`config.mk`:
```
export PLATFORM = sky130hd
export DESIGN_NAME = aes_block_loader
export DESIGN_NICKNAME = d
export VERILOG_FILES = /design/src/rtl/aes_block_loader.sv
export SDC_FILE = /design/constraint.sdc
export NUM_CORES = 1
export LEC_CHECK = 0
export CORE_MARGIN = 1
export CORE_UTILIZATION = 53
export DETAILED_ROUTE_END_ITERATION = 6
export DONT_BUFFER_PORTS = 1
export HOLD_SLACK_MARGIN = 0.15
export PLACE_DENSITY = 0.68
export SYNTH_ARGS = -nofsm -noshare
export SYNTH_HDL_FRONTEND = slang
export SYNTH_SLANG_ARGS = --single-unit
```
`constraint.sdc`:
```
create_clock -name clk -period 12.5 [get_ports clk]
set_input_delay 0.625 -clock clk [delete_from_list [all_inputs] [get_ports clk]]
set_output_delay 0.625 -clock clk [all_outputs]
set_load 0.01 [all_outputs]
```
`src/rtl/aes_block_loader.sv`:
```
// aes_block_loader: byte-serial loader that packs 16 key bytes and 16
// plaintext bytes into 128-bit words and presents them as one block.
//
// Handshakes: a transfer happens on a rising clk edge where valid & ready are
// both high. Ready and valid outputs are decoded from state only, never from
// the partner's valid/ready; an offered byte or block that is not taken
// stays pending and is not consumed.
`timescale 1ns/1ps

module aes_block_loader (
  input  logic         clk,
  input  logic         rst,
  input  logic         flush,
  input  logic [7:0]   in_byte,
  input  logic         in_valid,
  output logic         in_ready,
  input  logic         reload_key,
  output logic [127:0] key_in,
  output logic [127:0] plain_in,
  output logic         blk_valid,
  input  logic         blk_ready,
  output logic [1:0]   dbg_state,
  output logic [3:0]   dbg_cnt
);

  typedef enum logic [1:0] {
    LOAD_KEY   = 2'd0,
    LOAD_PLAIN = 2'd1,
    PRESENT    = 2'd2
  } state_t;

  state_t         state_q, state_d;
  logic [3:0]     cnt_q, cnt_d;
  logic [127:0]   key_q, key_d;
  logic [127:0]   plain_q, plain_d;
  logic           byte_accept;

  // Outputs are decoded from state or taken straight from registers.
  assign in_ready  = (state_q != PRESENT);
  assign blk_valid = (state_q == PRESENT);
  assign key_in    = key_q;
  assign plain_in  = plain_q;
  assign dbg_state = state_q;
  assign dbg_cnt   = cnt_q;

  // Next-state logic: flush overrides everything, then per-state loading.
  always_comb begin
    state_d     = state_q;
    cnt_d       = cnt_q;
    key_d       = key_q;
    plain_d     = plain_q;
    byte_accept = in_valid & in_ready;

    if (flush) begin
      // A byte offered alongside flush is dropped; a coincident block
      // handshake still completes downstream, but the loader restarts.
      state_d = LOAD_KEY;
      cnt_d   = 4'd0;
      key_d   = '0;
      plain_d = '0;
    end else begin
      case (state_q)
        LOAD_KEY: begin
          if (byte_accept) begin
            key_d[{cnt_q, 3'b000} +: 8] = in_byte;
            if (cnt_q == 4'd15) begin
              cnt_d   = 4'd0;
              state_d = LOAD_PLAIN;
            end else begin
              cnt_d = cnt_q + 4'd1;
            end
          end
        end
        LOAD_PLAIN: begin
          if (byte_accept) begin
            plain_d[{cnt_q, 3'b000} +: 8] = in_byte;
            if (cnt_q == 4'd15) begin
              cnt_d   = 4'd0;
              state_d = PRESENT;
            end else begin
              cnt_d = cnt_q + 4'd1;
            end
          end
        end
        PRESENT: begin
          // Key is retained when the next block reuses it.
          if (blk_ready) begin
            state_d = reload_key ? LOAD_KEY : LOAD_PLAIN;
          end
        end
        default: begin
          state_d = LOAD_KEY;
          cnt_d   = 4'd0;
        end
      endcase
    end
  end

  // State and data registers with asynchronous reset.
  always_ff @(posedge clk or posedge rst) begin
    if (rst) begin
      state_q <= LOAD_KEY;
      cnt_q   <= 4'd0;
      key_q   <= '0;
      plain_q <= '0;
    end else begin
      state_q <= state_d;
      cnt_q   <= cnt_d;
      key_q   <= key_d;
      plain_q <= plain_d;
    end
  end

endmodule

```
==> results of run 1 <==
## where the power goes
group	switching [mW]	internal (mW)
Clock	0.316	0.447
Combinational	0.0874	0.0296
Sequential	0.0101	0.853
Total	0.413	1.33
## flip-flops by register name (all words and copies together) (netlist names)
register	cells
key_in	128
plain_in	128
dbg_cnt	4
dbg_state	2
## critical path, stage by stage, from the launching register on
cell and delay (ns):
dfrtp_1 0.65, inv_1 0.15, ha_1 0.76, nand2b_1 0.14, nor2_1 0.79, nand3_1 0.64, mux2i_1 0.35, nor2_1 0.07
## cells by family (layout without fill, tap and decap cells)
| group | after synthesis | after routing | synth area share [%] |
|---|---|---|---|
| AOI/OAI and AO/OA | 178 | 178 | 14.4 |
| xor gates and xnor gates | 4 | 4 | 0.325 |
| adders and majority gates | 4 | 4 | 0.464 |
| buffers and inverters | 70 | 58 | 2.70 |
| DFF | 262 | 262 | 60.8 |
| muxes | 113 | 113 | 10.5 |
| and+or+nand+nor | 245 | 245 | 10.8 |
## through the flow
stage | util (%) | hold slack (ns) | instance area (µm²) | power (mW)
CTS | 59.6 | 0.169 | 11700 | 1.76
global placement | 55.2 | 0.546 | 10900 | 0.989
global route | 59.6 | 0.202 | 11700 | 1.80
floorplan | - | 0.522 | 10800 | 0.983
detailed placement | 55.2 | 0.544 | 10900 | 0.994
finish | 59.6 | 0.221 | 11700 | 1.74
## worst max path at each step
stage	start	end	slack (ns)	depth (start not counted)
after floorplan	rst	dbg_cnt[0]	4.66	1
after global placement	dbg_cnt[0]	plain_in[112]	9.04	7
after detailed placement	dbg_cnt[0]	plain_in[119]	8.84	7
after CTS	dbg_cnt[0]	plain_in[119]	8.80	7
after global routing	dbg_cnt[1]	plain_in[116]	8.50	7
final	dbg_cnt[0]	plain_in[119]	8.81	7
## routing by layer
layer / GRT usage (%) / routed length [µm]
met4: 8.03 / 707
met2: 45.4 / 14100
met3: 9.17 / 2880
met1: 35.5 / 11400
met5: 0 / 0
## final cells by class
class / instances / area (µm²)
fillers: 1567 / 7970
clock inverters: 4 / 20.0
inverters: 6 / 30.0
multi-input cells: 544 / 3940
clock buffers: 43 / 826
well taps: 265 / 332
flip-flops and latches: 262 / 6560
repair buffers: 5 / 40.0
## cell usage in the layout (no fill, tap or decap), types with 4 or more instances in the layout
master     count
a21oi_1       18
a22o_1        67
a2bb2o_1       8
a31oi_2       14
a32o_1        24
and2_1        14
and3_1         5
buf_4          4
clkbuf_1       7
clkbuf_16     27
clkbuf_8       9
clkinv_2       4
dfrtp_1      262
ha_1           4
mux2i_1      112
nand2_1       46
nand2_2        4
nand2b_1       5
nand3_1       22
nor2_1       122
nor3_1         4
o2bb2ai_1     32
==> impl_metrics.py, run 1 <==
metrics = {
    "timing": {
        "finalCritPeriodShare_pct": 29.5,
        "slew_headroom_pct": 32.1,
        "worst_pin_slew_ns": 1.02,
        "final.setup.tns_ns": 0,
        "rsz0062_at_grt": "no",
        "fmax_mhz": 271,
        "final-hold-violation-count": 0,
        "fin_crit_ns": 3.69,
        "setup_viol": 0,
        "finClkSkew_ns": 0.0206,
        "slew_violations": 0,
        "setup_ws_ns": 8.81,
    },
    "critical_path": {
        "start_kind": "register",
        "reg2reg_to": "plain_in[119]",
        "required_ns": 12.91,
        "crit_fanout": 14,
        "critPathCaptureType": "register",
        "crit_arrival_ns": 4.09,
        "path_class": "register to register",
        "reg2reg_depth": 7,
        "rrSetupSlack_ns": 8.81,
        "r2r_start": "dbg_cnt[0]",
    },
    "min_path": {
        "hold-path-endpoint": "plain_in[126]",
        "hp-class": "input pin to register",
        "worstHoldPathCells": 2,
        "min_from": "in_byte[6]",
    },
    "cells_and_area": {
        "final_cells": 1129,
        "drive_gt1_share_pct": 9.61,
        "synthToLayoutAreaGrowth_pct": 8.90,
        "fin_nets": 863,
        "diodes": 0,
    },
    "cts": {
        "numCtsBuffers": 26,
        "htreeDepth": 1,
        "clkLatencyLatePin_ns": 0.53,
        "postCtsSetupRepairBufs": 0,
        "path_clk_slew_ns": 0.07,
        "cts_tree": "yes",
        "clockBufferDepth": 3,
        "cts_root_buf": "clkbuf_16",
        "numClockSinks": 262,
        "cts_resized": 0,
        "hold_buffers": 1,
    },
    "run_status": {
        "status": "complete, no violations",
    },
    "logic_synthesis": {
        "ys_warn_count": 0,
        "ys_types": 48,
        "synth_common_cells": "262 x dfrtp_1, 122 x nor2_1, 112 x mux2i_1",
        "synth_top_area_share_pct": 60.8,
        "synth.area.top_cells": "dfrtp_1 61%, mux2i_1 10%, a22o_1 5.4%",
        "synth_edf_count": 0,
        "synthCells": 876,
        "async_reset_ff_share_pct": 100,
        "synth_ff_type": "dfrtp_1",
        "yosysMostFrequentCell": "dfrtp_1",
        "yosysSeqAreaShare_pct": 60.8,
        "synth_seq_cells": 262,
        "synth.cell_area_um2": 10800,
        "syn_area_per_cell_um2": 12.3,
        "post-synth-top-area-cell": "dfrtp_1",
        "syn_nets": 894,
    },
    "placed_design": {
        "place_congestion": 0.847,
        "place_inst": 1081,
        "post-dp-hpwl_mm": 18.8,
        "dp_slack_ns": 8.84,
        "io_buffers": 0,
    },
    "floorplanning": {
        "start_util_pct": 54.7,
        "fp-row-count": 51,
        "io_pins": 278,
        "die_area_um2": 20900,
        "fp.dieW_um": 145,
        "die_h_um": 145,
        "design.core.area_um2": 19700,
    },
    "global_routing": {
        "grt_pass1_vias": 7193,
        "antenna_found_initial": 0,
        "track_usage_pct": 27.9,
        "grt_first_pass_wirelength_mm": 43.7,
        "grt-ovfl-total": 0,
        "grt_max_degree": 151,
    },
    "power": {
        "powerDensity_nw_per_um2": 148,
        "leakagePower_nw": 5.85,
        "ir_worst_vdd_v": 0.0000859,
    },
    "job": {
        "maxCapViolCount": 0,
    },
    "route": {
        "viasPerCell": 6.32,
        "wl_per_cell_um": 25.7,
        "drcViolationCount": 0,
        "drtIter0Drc": 457,
        "routed-via-count": 7131,
        "drt-total-wl_mm": 29.1,
        "first_pass_iters": 5,
        "antenna_left": 0,
    },
}
Note: power is estimated with default switching activity, not from simulation.
==> run 2, diff against run 1 <==
- clock period: 12.5 -> 3.8 ns (I/O delays scaled with it)
==> impl_metrics.py, run 2 (same netlist as run 1, synthesis figures left out) <==
metrics = {
    "route": {
        "wl_per_cell_um": 25.3,
        "drtIter0Drc": 525,
        "drt-total-wl_mm": 29.5,
        "routed-via-count": 7417,
        "first_pass_iters": 5,
        "antenna_left": 0,
        "drcViolationCount": 0,
        "viasPerCell": 6.36,
    },
    "cts": {
        "numClockSinks": 262,
        "cts_tree": "yes",
        "cts_root_buf": "clkbuf_16",
        "clkLatencyLatePin_ns": 0.53,
        "clockBufferDepth": 3,
        "postCtsSetupRepairBufs": 0,
        "path_clk_slew_ns": 0.06,
        "htreeDepth": 1,
        "numCtsBuffers": 26,
    },
    "cells_and_area": {
        "utilization_pct": 62.3,
        "final_cell_mix": "261 x dfrtp_1, 122 x nor2_1, 112 x mux2i_1",
        "multiInputGateArea_um2": 3940,
        "final_area_um2": 12300,
        "layout_commonest_cell": "dfrtp_1",
        "fin_nets": 902,
        "layout.area.seq_um2": 6560,
        "nFillCells": 1490,
        "synthToLayoutAreaGrowth_pct": 13.9,
        "drive_gt1_share_pct": 11.1,
        "diodes": 0,
    },
    "power": {
        "ir_worst_vdd_v": 0.000317,
        "netSwitchingPower_mw": 1.44,
        "internal_power_mw": 4.51,
        "clockPowerShare_pct": 43.7,
        "switching_share_pct": 24.2,
        "leakagePower_nw": 6.07,
        "power_frac_seq_pct": 47.7,
        "p_comb_share_pct": 8.6,
        "powerDensity_nw_per_um2": 485,
        "power_mw": 5.95,
    },
    "placed_design": {
        "place_congestion": 0.839,
        "post-dp-hpwl_mm": 18.8,
        "dp_slack_ns": 1.10,
        "place_area_um2": 10900,
        "io_buffers": 0,
    },
    "global_routing": {
        "antenna_found_initial": 0,
        "grt_pass1_vias": 7260,
        "grt_first_pass_wirelength_mm": 44.5,
        "track_usage_pct": 28.4,
        "grt_max_degree": 150,
        "grt-ovfl-total": 0,
    },
    "timing": {
        "setup_viol": 0,
        "worst_pin_slew_ns": 1.00,
        "fin_crit_ns": 3.57,
        "rsz0062_at_grt": "no",
        "slew_violations": 0,
        "finClkSkew_ns": 0.0253,
        "setup_ws_ns": 0.225,
        "final-hold-violation-count": 0,
        "finalCritPeriodShare_pct": 94.1,
        "fmax_mhz": 280,
        "slew_headroom_pct": 32.9,
        "final.setup.tns_ns": 0,
    },
    "critical_path": {
        "cp_slowest_cell": "dfrtp_1",
        "path_class": "register to register",
        "crit_arrival_ns": 3.99,
        "critPathCaptureType": "register",
        "crit_fanout": 20,
        "reg2reg_to": "key_in[34]",
        "path_common_cell": "dlygate4sd3_1",
        "r2r_start": "dbg_cnt[0]",
        "max_stage_delay_ns": 0.65,
        "worstPathCellList": "inv_1 > ha_1 > nor2_2 > a22o_1 > buf_4 > and2_2 > mux2i_1 > dlygate4sd3_1 > nor2_1 > dlygate4sd3_1",
        "required_ns": 4.22,
        "reg2reg_depth": 10,
        "rrSetupSlack_ns": 0.23,
        "start_kind": "register",
    },
    "job": {
        "maxCapViolCount": 0,
    },
    "floorplanning": {
        "fp-row-count": 51,
        "die_area_um2": 20900,
        "fp.dieW_um": 145,
        "design.core.area_um2": 19700,
        "start_util_pct": 54.7,
        "die_h_um": 145,
        "io_pins": 278,
    },
    "min_path": {
        "hold-path-endpoint": "dbg_state[1]",
        "hp-class": "input pin to register",
        "worstHoldPathCells": 2,
        "min_from": "flush",
    },
    "run_status": {
        "status": "complete, no violations",
    },
}
-- run 2: cell count changes in the layout (fill, tap and decap cells not counted), sizes merged --
cell	before	now
clkbuf	43	39
clkinvlp	0	3
inv	6	5
dlygate4sd3	1	27
clkinv	4	3
buf	4	17
bufinv	0	2
-- run 2: layer usage --
layer  track usage [%]  up-vias  share of wire [%]
met2              44.8      381                 47
met5                 0        -                  0
met3              10.3       44                 12
met4              6.76        0                2.0
met1              37.1     3827                 39
li1                  -     3165                  -
-- run 2: final cells by class --
type                    instances  area share, %
well taps                     265           2.70
repair buffers                 44           4.42
multi-input cells             544           32.1
flip-flops and latches        262           53.4
clock inverters                 7          0.764
inverters                       6          0.214
clock buffers                  39           6.44
-- run 2: worst max-delay path, delay by kind of cell (launching register included) --
family	cells	cell delay, ns
adders and majority gates	1	0.31
buffers and inverters	4	1.53
muxes	1	0.23
AOI/OAI and AO/OA	1	0.15
and+or+nand+nor	3	0.59
DFF	1	0.65
-- run 2: what timing repair did --
item                                    4_1_cts  5_1_grt
hold buffers                                 36        0
endpoints found under the setup margin        0        5
hold endpoints to repair                    308        0
resized for setup                             0        3
-- run 2: worst max-delay path by stage --
| stage | startpoint | end | slack [ns] |
|---|---|---|---|
| 2_1_floorplan | rst | dbg_cnt[0] | 0.15 |
| 3_3_place_gp | dbg_cnt[0] | plain_in[35] | 1.25 |
| 3_5_place_dp | dbg_cnt[1] | key_in[104] | 1.10 |
| 4_1_cts | dbg_cnt[1] | key_in[34] | 0.12 |
| 5_1_grt | dbg_cnt[0] | key_in[34] | 0.03 |
| 6_report | dbg_cnt[0] | key_in[34] | 0.23 |
-- run 2: power groups by stage --
stage          clock, mW  sequential, mW  combinational [mW]
5_1_grt             2.76            2.84               0.560
2_1_floorplan          0            2.88               0.354
3_3_place_gp           0            2.89               0.378
3_5_place_dp           0            2.89               0.394
6_report            2.60            2.84               0.514
4_1_cts             2.64            2.84               0.513
-- run 2: metrics by stage --
stage,instances,hold WS (ns)
after floorplan,876,0.323
after global placement,1085,0.291
after detailed placement,1085,0.300
after CTS,1167,0.152
after global routing,1167,0.195
final,1167,0.124
